$ cat config.mk
export PLATFORM = sky130hd
export DESIGN_NAME = ram_arbiter
export DESIGN_NICKNAME = d
export VERILOG_FILES = /design/src/rtl/ram_arbiter.sv
export SDC_FILE = /design/constraint.sdc
export NUM_CORES = 1
export LEC_CHECK = 0
export BUFFER_PORTS_ARGS = -buffer_cell sky130_fd_sc_hd__buf_2
export CELL_PAD_IN_SITES_DETAIL_PLACEMENT = 0
export CELL_PAD_IN_SITES_GLOBAL_PLACEMENT = 1
export CORE_UTILIZATION = 46
export CTS_BUF_LIST = sky130_fd_sc_hd__clkbuf_8
export DETAILED_ROUTE_END_ITERATION = 8
export PLACE_DENSITY = 0.78
export SYNTH_ARGS = -nofsm -noshare
export SYNTH_HDL_FRONTEND = slang
export SYNTH_SLANG_ARGS = --single-unit
$ cat constraint.sdc
create_clock -name clk -period 3.8 [get_ports clk]
set_input_delay 0.76 -clock clk [delete_from_list [all_inputs] [get_ports clk]]
set_output_delay 0.76 -clock clk [all_outputs]
set_load 0.01 [all_outputs]
$ cat src/rtl/ram_arbiter.sv
// ram_arbiter: round-robin arbiter that lets two requesters (A, B) share
// one single-port 2^AW x DW RAM. Each command takes three cycles:
// IDLE (sample and latch), GRANT (RAM access, ack raised), DONE (ack high).
module ram_arbiter #(
  parameter int AW = 3,
  parameter int DW = 8
) (
  input  logic          clk,
  input  logic          rst_n,
  input  logic          req_a,
  input  logic          we_a,
  input  logic [AW-1:0] addr_a,
  input  logic [DW-1:0] wdata_a,
  output logic          ack_a,
  output logic [DW-1:0] rdata_a,
  input  logic          req_b,
  input  logic          we_b,
  input  logic [AW-1:0] addr_b,
  input  logic [DW-1:0] wdata_b,
  output logic          ack_b,
  output logic [DW-1:0] rdata_b,
  output logic          busy,
  output logic          owner
);

  localparam int unsigned DEPTH = 2 ** AW;

  typedef enum logic [1:0] {IDLE, GRANT, DONE} state_t;
  typedef logic [DW-1:0] mem_t [DEPTH];

  // Power-up image of the byte store; entries beyond 8 start at zero.
  function automatic mem_t mem_init();
    mem_t m;
    for (int unsigned i = 0; i < DEPTH; i++) begin
      case (i)
        0:       m[i] = DW'(8'h0D);
        1:       m[i] = DW'(8'h82);
        2:       m[i] = DW'(8'h21);
        3:       m[i] = DW'(8'h03);
        4:       m[i] = DW'(8'h50);
        5:       m[i] = DW'(8'h20);
        6:       m[i] = DW'(8'h23);
        7:       m[i] = DW'(8'hF0);
        default: m[i] = '0;
      endcase
    end
    return m;
  endfunction

  // The RAM has no reset: contents persist across rst_n.
  mem_t mem_q = mem_init();

  state_t        state_q, state_d;
  logic          owner_q, owner_d;
  logic          cmd_we_q, cmd_we_d;
  logic [AW-1:0] cmd_addr_q, cmd_addr_d;
  logic [DW-1:0] cmd_wdata_q, cmd_wdata_d;
  logic          ack_a_q, ack_a_d;
  logic          ack_b_q, ack_b_d;
  logic [DW-1:0] rdata_a_q, rdata_a_d;
  logic [DW-1:0] rdata_b_q, rdata_b_d;
  logic          pick_b;
  logic          mem_wr_en;

  // Next-state logic: arbitration in IDLE, RAM read-back and ack in GRANT.
  always_comb begin
    state_d     = state_q;
    owner_d     = owner_q;
    cmd_we_d    = cmd_we_q;
    cmd_addr_d  = cmd_addr_q;
    cmd_wdata_d = cmd_wdata_q;
    ack_a_d     = 1'b0;
    ack_b_d     = 1'b0;
    rdata_a_d   = rdata_a_q;
    rdata_b_d   = rdata_b_q;
    pick_b      = 1'b0;
    mem_wr_en   = 1'b0;
    case (state_q)
      IDLE: begin
        if (req_a || req_b) begin
          // On a tie, grant the port that did not win last time.
          pick_b      = req_b && (!req_a || !owner_q);
          state_d     = GRANT;
          owner_d     = pick_b;
          cmd_we_d    = pick_b ? we_b    : we_a;
          cmd_addr_d  = pick_b ? addr_b  : addr_a;
          cmd_wdata_d = pick_b ? wdata_b : wdata_a;
        end
      end
      GRANT: begin
        state_d   = DONE;
        mem_wr_en = cmd_we_q;
        if (owner_q) begin
          ack_b_d = 1'b1;
          if (!cmd_we_q) rdata_b_d = mem_q[cmd_addr_q];
        end else begin
          ack_a_d = 1'b1;
          if (!cmd_we_q) rdata_a_d = mem_q[cmd_addr_q];
        end
      end
      DONE:    state_d = IDLE;
      default: state_d = IDLE;
    endcase
  end

  // Control/command registers with synchronous active-low reset.
  always_ff @(posedge clk) begin
    if (!rst_n) begin
      state_q     <= IDLE;
      owner_q     <= 1'b1;
      cmd_we_q    <= 1'b0;
      cmd_addr_q  <= '0;
      cmd_wdata_q <= '0;
      ack_a_q     <= 1'b0;
      ack_b_q     <= 1'b0;
      rdata_a_q   <= '0;
      rdata_b_q   <= '0;
    end else begin
      state_q     <= state_d;
      owner_q     <= owner_d;
      cmd_we_q    <= cmd_we_d;
      cmd_addr_q  <= cmd_addr_d;
      cmd_wdata_q <= cmd_wdata_d;
      ack_a_q     <= ack_a_d;
      ack_b_q     <= ack_b_d;
      rdata_a_q   <= rdata_a_d;
      rdata_b_q   <= rdata_b_d;
    end
  end

  // RAM write port; a reset at the GRANT edge cancels the write.
  always_ff @(posedge clk) begin
    if (rst_n && mem_wr_en) mem_q[cmd_addr_q] <= cmd_wdata_q;
  end

  assign ack_a   = ack_a_q;
  assign ack_b   = ack_b_q;
  assign rdata_a = rdata_a_q;
  assign rdata_b = rdata_b_q;
  assign busy    = (state_q != IDLE);
  assign owner   = owner_q;

endmodule

**Word-level counts from Yosys, hierarchy flattened**

Memories as Yosys holds them, arrays and structs flattened. A register that Yosys moved wholly into a read port is not among the register bits.
Index checks and enable logic that the tools add are counted.

- Eq/ne operators: 2
- Muxes and demuxes: 12
- Bitwise logic cells: 2
- Reductions and logical operators: 12

Operator list:

| cell | count |
|---|---|
| two-way mux 3 bit | 3 |
| two-way mux 8 bit | 1 |
| two-way mux 1 bit | 6 |
| AND reduction 3 bit | 2 |
| case mux 2 bit (2 select lines) | 1 |
| AND reduction 2 bit | 2 |
| == test 2 x 1 -> 1 bit, second input constant | 1 |
| logical AND 1 bit | 2 |
| logical NOT 1 bit | 2 |
| logical NOT 2 bit | 1 |
| logical OR 1 bit | 2 |
| two-way mux 2 bit | 1 |
| inequality test 2 bit, second input constant | 1 |
| inverter 1 bit | 2 |
| nonzero test 2 bit | 1 |

- Register bits: 33
- Bits in writable memories: 64
- Bits of input ports: 28
- Output and inout port bits: 20
- Logic and storage cells: 38
- Memories kept: 1

Memories:

| name | words | bits a word | read ports | clocked after Yosys merged registers in | write ports | line | source |
|---|---|---|---|---|---|---|---|
| mem_q | 8 | 8 | 1 | 1 | 1 | 51 | `mem_t mem_q = mem_init();` |

**Logic depth before layout (Yosys ltp)**

Gate-level depths: netlist of run 1.

- Depth after elaboration: 6
- Depth in mapped cells: 6
- Mapped depth without buffers: 4

**Worst setup path before layout of run 1**

Ideal clock, no wire load.

- Path type: in2reg
- From: in rst_n
- To: mem mem_q[1][0] (netlist name), enable pin
- Library setup time: 383 ps
- Arrival time: 1531 ps
- Data required time: 3417 ps
- Setup slack: 1885 ps
- Cell stages on the path: 2
- Path buffers: 0
- Path through: nand4_1 > nor3_1

- Cells in the longest elaborated chain, start to end: 3

Ends and longest elaborated chain:

| element | line | source |
|---|---|---|
| from (decl) | 9 | `input logic rst_n,` |
| logical AND 1 bit | 133 | `if (rst_n && mem_wr_en) mem_q[cmd_addr_q] <= cmd_wdata_q;` |
| two-way mux 1 bit | 133 |  |
| two-way mux 1 bit (implied by the code) | 133 |  |
| to (decl) | 51 |  |

No other way between the ends.

**Worst setup path after layout of run 1**

- From: reg state_q[0]
- To: mem mem_q[1][4] (netlist name), enable pin

- Cells in the longest elaborated chain, start to end: 5

Ends and longest elaborated chain:

| element | line | source |
|---|---|---|
| from (decl) | 53 | `state_t state_q, state_d;` |
| from (signal assigned) | 119 | `state_q <= state_d;` |
| == test 2 x 1 -> 1 bit | 78 | `case (state_q)` |
| two-way mux 1 bit | 78 |  |
| logical AND 1 bit | 133 |  |
| two-way mux 1 bit | 133 |  |
| two-way mux 1 bit (implied by the code) | 133 |  |

No other way between the ends.

==> results of run 1 <==
critical path, delay by kind of cell (launching register included):
kind	cells	cell delay (ns)
flops	1	0.34
simple gates	3	1.23
state kept, by name, summed over array words and instances (netlist names), 2 cells and up, named ones only:
signal,cells
cmd_wdata_q,8
state_q,2
rdata_a,8
rdata_b,8
cmd_addr_q,3
mem_q,64
area by class of cell:
cell class / count / area [µm²]
fillers: 695 / 3800
flip-flops and latches: 100 / 2640
multi-input cells: 147 / 1120
repair buffers: 49 / 250
well taps: 105 / 131
clock buffers: 9 / 124
clock inverters: 7 / 109
inverters: 1 / 3.75
cell families after synthesis:
| family | after synthesis |
|---|---|
| muxes | 44 |
| buffers and inverters | 16 |
| and+or+nand+nor | 39 |
| DFF | 100 |
| AOI/OAI and AO/OA | 64 |
power groups by stage:
stage	Sequential [mW]	Clock (mW)	Combinational, mW
global route	1.26	0.812	0.238
floorplan	1.26	0	0.166
detailed placement	1.27	0	0.219
CTS	1.25	0.775	0.220
global placement	1.27	0	0.216
finish	1.25	0.761	0.216
layout by cell type, fill, tap and decap left out, drive strengths merged:
cell,instances
o22ai,1
mux2i,29
nor2b,2
nand3,1
dfxtp,36
buf,49
and3,1
clkinv,1
o21ai,16
a21boi,1
nor2,8
a31o,1
nand4,1
bufinv,3
and2b,1
o221ai,6
a21oi,17
nand2,15
a22oi,7
mux2,15
edfxtp,64
a221o,1
inv,4
clkbuf,9
and2,2
nor3b,1
o211a,12
nand2b,3
o21a,1
nor3,2
and3b,1
o211ai,1
nand4b,1
stage by stage:
| stage | power [mW] | std cells |
|---|---|---|
| after floorplan | 1.43 | 263 |
| after global placement | 1.49 | 402 |
| after detailed placement | 1.49 | 402 |
| after CTS | 2.25 | 418 |
| after global routing | 2.31 | 418 |
| final | 2.23 | 418 |
how the worst max path moves through the flow:
stage | from | endpoint | slack (ns) | cells past startpoint
after floorplan | rst_n | mem_q[1][0]$_DFFE_PP_ | 1.89 | 2
after global placement | rst_n | mem_q[1][1]$_DFFE_PP_ | 1.56 | 3
after detailed placement | rst_n | mem_q[1][6]$_DFFE_PP_ | 1.52 | 3
after CTS | state_q[0]$_SDFFE_PN0P_ | mem_q[1][4]$_DFFE_PP_ | 1.84 | 3
after global routing | state_q[0]$_SDFFE_PN0P_ | mem_q[1][1]$_DFFE_PP_ | 1.70 | 3
final | state_q[0]$_SDFFE_PN0P_ | mem_q[1][4]$_DFFE_PP_ | 1.86 | 3
layer usage:
metal	vias to the layer above	GRT usage, %	part of all wire (%)
li1	1094	-	-
met1	1055	21.2	46
met2	67	26.3	48
met3	4	4.61	4.6
met4	0	4.74	0.97
met5	-	0	0
==> summary.md, run 1 <==
| Metric | Value |
|---|---|
| Status | `finished, final reports clean` |
| Vias/cell | `5.31` |
| Ys flop type | `edfxtp_1` |
| Hold path depth | `2` |
| CP required | `3.77 ns` |
| Final core occ | `53.5%` |
| Port buffer count | `47` |
| Comb pwr share | `9.7%` |
| Post-DP HPWL | `4700 µm` |
| CP max stage delay | `0.84 ns` |
| Post-CTS Setup Inserts | `0` |
| Max clock buf depth | `2` |
| CTS root buf | `clkbuf_8` |
| Critical path class | `reg2reg` |
| P&R area growth vs syn | `12.7%` |
| Mapped Area | `0.00388 mm²` |
| Post-CTS Hold Fix Bufs | `0` |
| RR Endpoint | `mem_q[1][4]$_DFFE_PP_` |
| Wire length per cell | `16.1 µm` |
| Top cells by area, synth | `edfxtp_1 (49%), dfxtp_1 (19%), mux2i_1 (7.5%)` |
| Final setup TNS | `0 ns` |
| GRT Residual Overflow | `0` |
| NetSw | `494 µW` |
| Count leader, synth | `edfxtp_1` |
| ANT cells | `0` |
| Post-synthesis mux area share | `11.8%` |
| Synthesis Warnings | `0` |
| CTS Sinks | `100` |
| Net Count, Synth | `roughly 290` |
| Leak | `1.71 nW` |
| Mapped Cells | `263` |
| Dpl ws | `1.52 ns` |
| IO Pins | `48` |
| Reg power frac | `a little under three fifths` |
| Row Count | `33` |
| Slew Viols, Final | `0` |
| CTS tree | `done` |
| Final hold vios | `0` |
| Overall routing resource usage | `between 15 and 20%` |
| Gp weighted congestion | `0.796` |
| Crit share post-route | `51.1%` |
| Largest family of logic cells by synthesized area | `multiplexers` |
| Worst-Skew Late Latency | `0.35 ns` |
| CP startpoint kind | `register` |
| Simple-Gate Fraction of Synth Area | `under 10%` |
| Initial DRT Pass Iterations | `4` |
| Hold WS | `0.537 ns` |
| Antenna Nets Post-Route | `0` |
| Largest net degree at the start of global routing | `33` |
| Number of global-route vias before repair | `2088` |
| Worst-path fanout max | `8` |
| Initial antenna violation count | `0` |
| Vias | `approximately 2200` |
| Tmin final | `1.94 ns` |
| FMAX | `around 0.5 GHz` |
| Die area | `0.00881 mm²` |
| Clock slew at reported path FFs | `around 0.090 ns` |
| Reg2Reg Setup Slack | `1.86 ns` |
| Number of synthesized flops with an enable pin | `64` |
| CTS H-Tree Depth | `3` |
| Clock power frac | `34.2%` |
| Power per cell area | `around 510 mW/mm²` |
| Async SR Flop Fraction | `0%` |
| Placed Area | `0.00414 mm²` |
| RSZ-0062 raised after global routing | `no` |
| Num CTS Buffers | `9` |
| FF+latch count, synth | `100` |
| Final Cell Area | `0.00438 mm²` |
| WHS Endpoint | `rdata_a[6]$_SDFFE_PN0P_` |
| Adder-cell share of the synthesized area | `0%` |
| Arr. time, crit path | `1.92 ns` |
| CORE AREA | `0.00818 mm²` |
| Crit path capture type | `register` |
| Xor/xnor share of the synthesized area | `0%` |
| Sw Share | `22.2%` |
| 1st-iter DRT viols | `83` |
| Cell internal pwr | `about 1.7 mW` |
| Setup Skew | `0.00782 ns` |
| Final setup violation count | `0` |
| Max Cap Viol | `0` |
| Hold_sp | `rdata_a[6]$_SDFFE_PN0P_` |
| Final worst slack | `1.86 ns` |
| Max rail drop VDD | `between 0.0002 and 0.0003 V` |
| Worst Tran Pin Value | `1.03 ns` |
| Slowest cell on crit path | `nor3_1` |
| First-pass GRT wire length | `about 11000 µm` |
| Share of layout cells above drive strength 1 | `26.5%` |
| Final net count | `336` |
| Height of the die | `93.9 µm` |
| Library cells used by synthesis | `39` |
| Sequential area share after synthesis | `68.0%` |
| Post-Route WL | `6730 µm` |
| Cell Chain, Critical Path | `nor2b_4, nand4_1, nor3_1` |
| Die X | `93.9 µm` |
| Top cell type's share of synthesized area | `49.5%` |
| Synth top cells by count | `edfxtp_1 (64), dfxtp_1 (36), mux2i_1 (29)` |
| DRC violation count after routing | `0` |
| Synth area leader | `edfxtp_1` |
| R2r startpoint | `state_q[0]$_SDFFE_PN0P_` |
| Initial Utilization | `roughly 48%` |
| Post_cts resized | `0` |
| Max_slew headroom | `30.8%` |
| Compound-cell area share of the yosys netlist | `11.5%` |
| Hold Path Class | `reg2reg` |
| Reg2reg path depth | `3` |
| Syn_area_per_cell | `14.8 µm²` |
(Power assumes the default switching activity.)
==> inputs of run 2 (changes only) <==
==> constraint.sdc (replaced) <==
create_clock -name clk -period 2.03 [get_ports clk]
set_input_delay 0.406 -clock clk [delete_from_list [all_inputs] [get_ports clk]]
set_output_delay 0.406 -clock clk [all_outputs]
set_load 0.01 [all_outputs]
==> run 2 against run 1 <==
  * Core utilization up 0.60 points
  * Critical endpoint is now rdata_a[7]$_SDFFE_PN0P_
  * Sequential share of layout area down 0.67 points
  * Non-clock buffer count up 10
  * Highest routed layer unchanged
  * Design area up 1.1%
==> summary.md, run 2 (same netlist as run 1, synthesis figures left out) <==
| Metric | Value |
|---|---|
| Placed Area | `~0.0042 mm²` |
| Worst-Skew Late Latency | `around 0.37 ns` |
| Slew Viols, Final | `0` |
| Critical path class | `reg2reg` |
| Tmin final | `1.53 ns` |
| Status | `finished, final reports clean` |
| Dpl ws | `0.502 ns` |
| Inst Count DP | `a little over 400` |
| Final core occ | `approximately 54%` |
| GRT Residual Overflow | `0` |
| CTS root buf | `clkbuf_8` |
| Hold WS | `0.368 ns` |
| Largest reg by FF count | `mem_q` |
| CP startpoint kind | `register` |
| Fin cells | `428` |
| Post_cts resized | `0` |
| FMAX | `0.655 GHz` |
| Vias/cell | `5.25` |
| Final net count | `346` |
| Final worst slack | `0.504 ns` |
| Largest net degree at the start of global routing | `33` |
| CTS H-Tree Depth | `3` |
| Wire length per cell | `15.9 µm` |
| Max rail drop VDD | `0.000476 V` |
| Initial Utilization | `between 40% and 50%` |
| Worst-path fanout max | `32` |
| Overall routing resource usage | `16.4%` |
| Crit path capture type | `register` |
| Vias | `2249` |
| Final setup violation count | `0` |
| Max_slew headroom | `62.3%` |
| Initial DRT Pass Iterations | `4` |
| Most frequent cells in the layout | `edfxtp_1 (64), buf_2 (47), dfxtp_1 (36)` |
| Number of global-route vias before repair | `2074` |
| Area of the multi-input gates | `0.00112 mm²` |
| Die X | `around 94 µm` |
| Most common cell after layout, fill and taps aside | `edfxtp_1` |
| Post-Route WL | `6800 µm` |
| Arr. time, crit path | `about 1.8 ns` |
| Clock slew at reported path FFs | `0.10 ns` |
| Post-DP HPWL | `4800 µm` |
| Post-CTS Setup Inserts | `0` |
| CTS tree | `done` |
| Worst Tran Pin Value | `approximately 0.56 ns` |
| Max clock buf depth | `2` |
| Port buffer count | `47` |
| ANT cells | `0` |
| Power per cell area | `approximately 900 mW/mm²` |
| Crit share post-route | `75.2%` |
| Share of layout cells above drive strength 1 | `between 20 and 30%` |
| Flip-flop count of the largest register after layout | `64` |
| Sequential Area | `0.00264 mm²` |
| P&R area growth vs syn | `13.9%` |
| 1st-iter DRT viols | `82` |
| Final Cell Area | `~0.0044 mm²` |
| Setup Skew | `around 0.016 ns` |
| CTS Sinks | `100` |
| Gp weighted congestion | `0.684` |
| Hold Path Class | `in2reg` |
| IO Pins | `48` |
| Antenna Nets Post-Route | `0` |
| Final setup TNS | `0 ns` |
| Final hold vios | `0` |
| Fillcell total | `678` |
| RSZ-0062 raised after global routing | `no` |
| Max Cap Viol | `0` |
| Initial antenna violation count | `0` |
| Row Count | `33` |
| Post-CTS Hold Fix Bufs | `0` |
| Num CTS Buffers | `9` |
| DRC violation count after routing | `0` |
| Power Total | `between 3 and 4 mW` |
| Leak | `1.73 nW` |
| First-pass GRT wire length | `10600 µm` |
| CORE AREA | `0.00818 mm²` |
| Height of the die | `93.9 µm` |
| CP required | `2.25 ns` |
| Die area | `0.00881 mm²` |
## run 2: cell count changes in the layout (fill, tap and decap cells not counted)
| cell | previous run | this run |
|---|---|---|
| buf_12 | 0 | 1 |
| buf_4 | 2 | 11 |
| bufinv_16 | 3 | 1 |
| clkinv_2 | 1 | 0 |
| clkinv_4 | 0 | 2 |
| clkinvlp_4 | 0 | 2 |
| inv_4 | 1 | 0 |
## run 2: metal layers
layer	GRT usage (%)	up-vias	share of wire, %
met4	6.15	0	1.2
li1	-	1112	-
met1	22.5	1082	48
met3	3.88	7	4.2
met5	0	-	0
met2	25.2	48	47
## run 2: report_power, final
part           internal, mW  switching [mW]  total, mW
logic                 0.194           0.221      0.415
clock network         0.565           0.653       1.22
registers              2.25          0.0869       2.34
## run 2: area by class of cell
| type | count | share of cell area [%] |
|---|---|---|
| multi-input combinational | 147 | 25.2 |
| clock inverter | 7 | 1.58 |
| sequential | 100 | 59.7 |
| tap | 105 | 2.97 |
| clock buffer | 9 | 2.80 |
| timing repair buffer | 59 | 7.63 |
| inverter | 1 | 0.0848 |
## run 2: path summary, 6_finish.rpt
kind / from / endpoint / slack (ns) / depth (start not counted)
worst max register to register: register / rdata_a[7]$_SDFFE_PN0P_ / 0.50 / 5
worst max-delay path: register / rdata_a[7]$_SDFFE_PN0P_ / 0.50 / 5
worst min-delay path: req_a / owner$_SDFFE_PN1N_ / 0.37 / 3
worst min register to register: rdata_a[6]$_SDFFE_PN0P_ / rdata_a[6]$_SDFFE_PN0P_ / 0.55 / 2
## run 2: worst max-delay path: stages (launching register included)
cell and delay [ns]:
dfxtp_1 0.37, buf_12 0.23, mux2_2 0.35, o22ai_1 0.17, a221o_1 0.18, a21oi_1 0.08
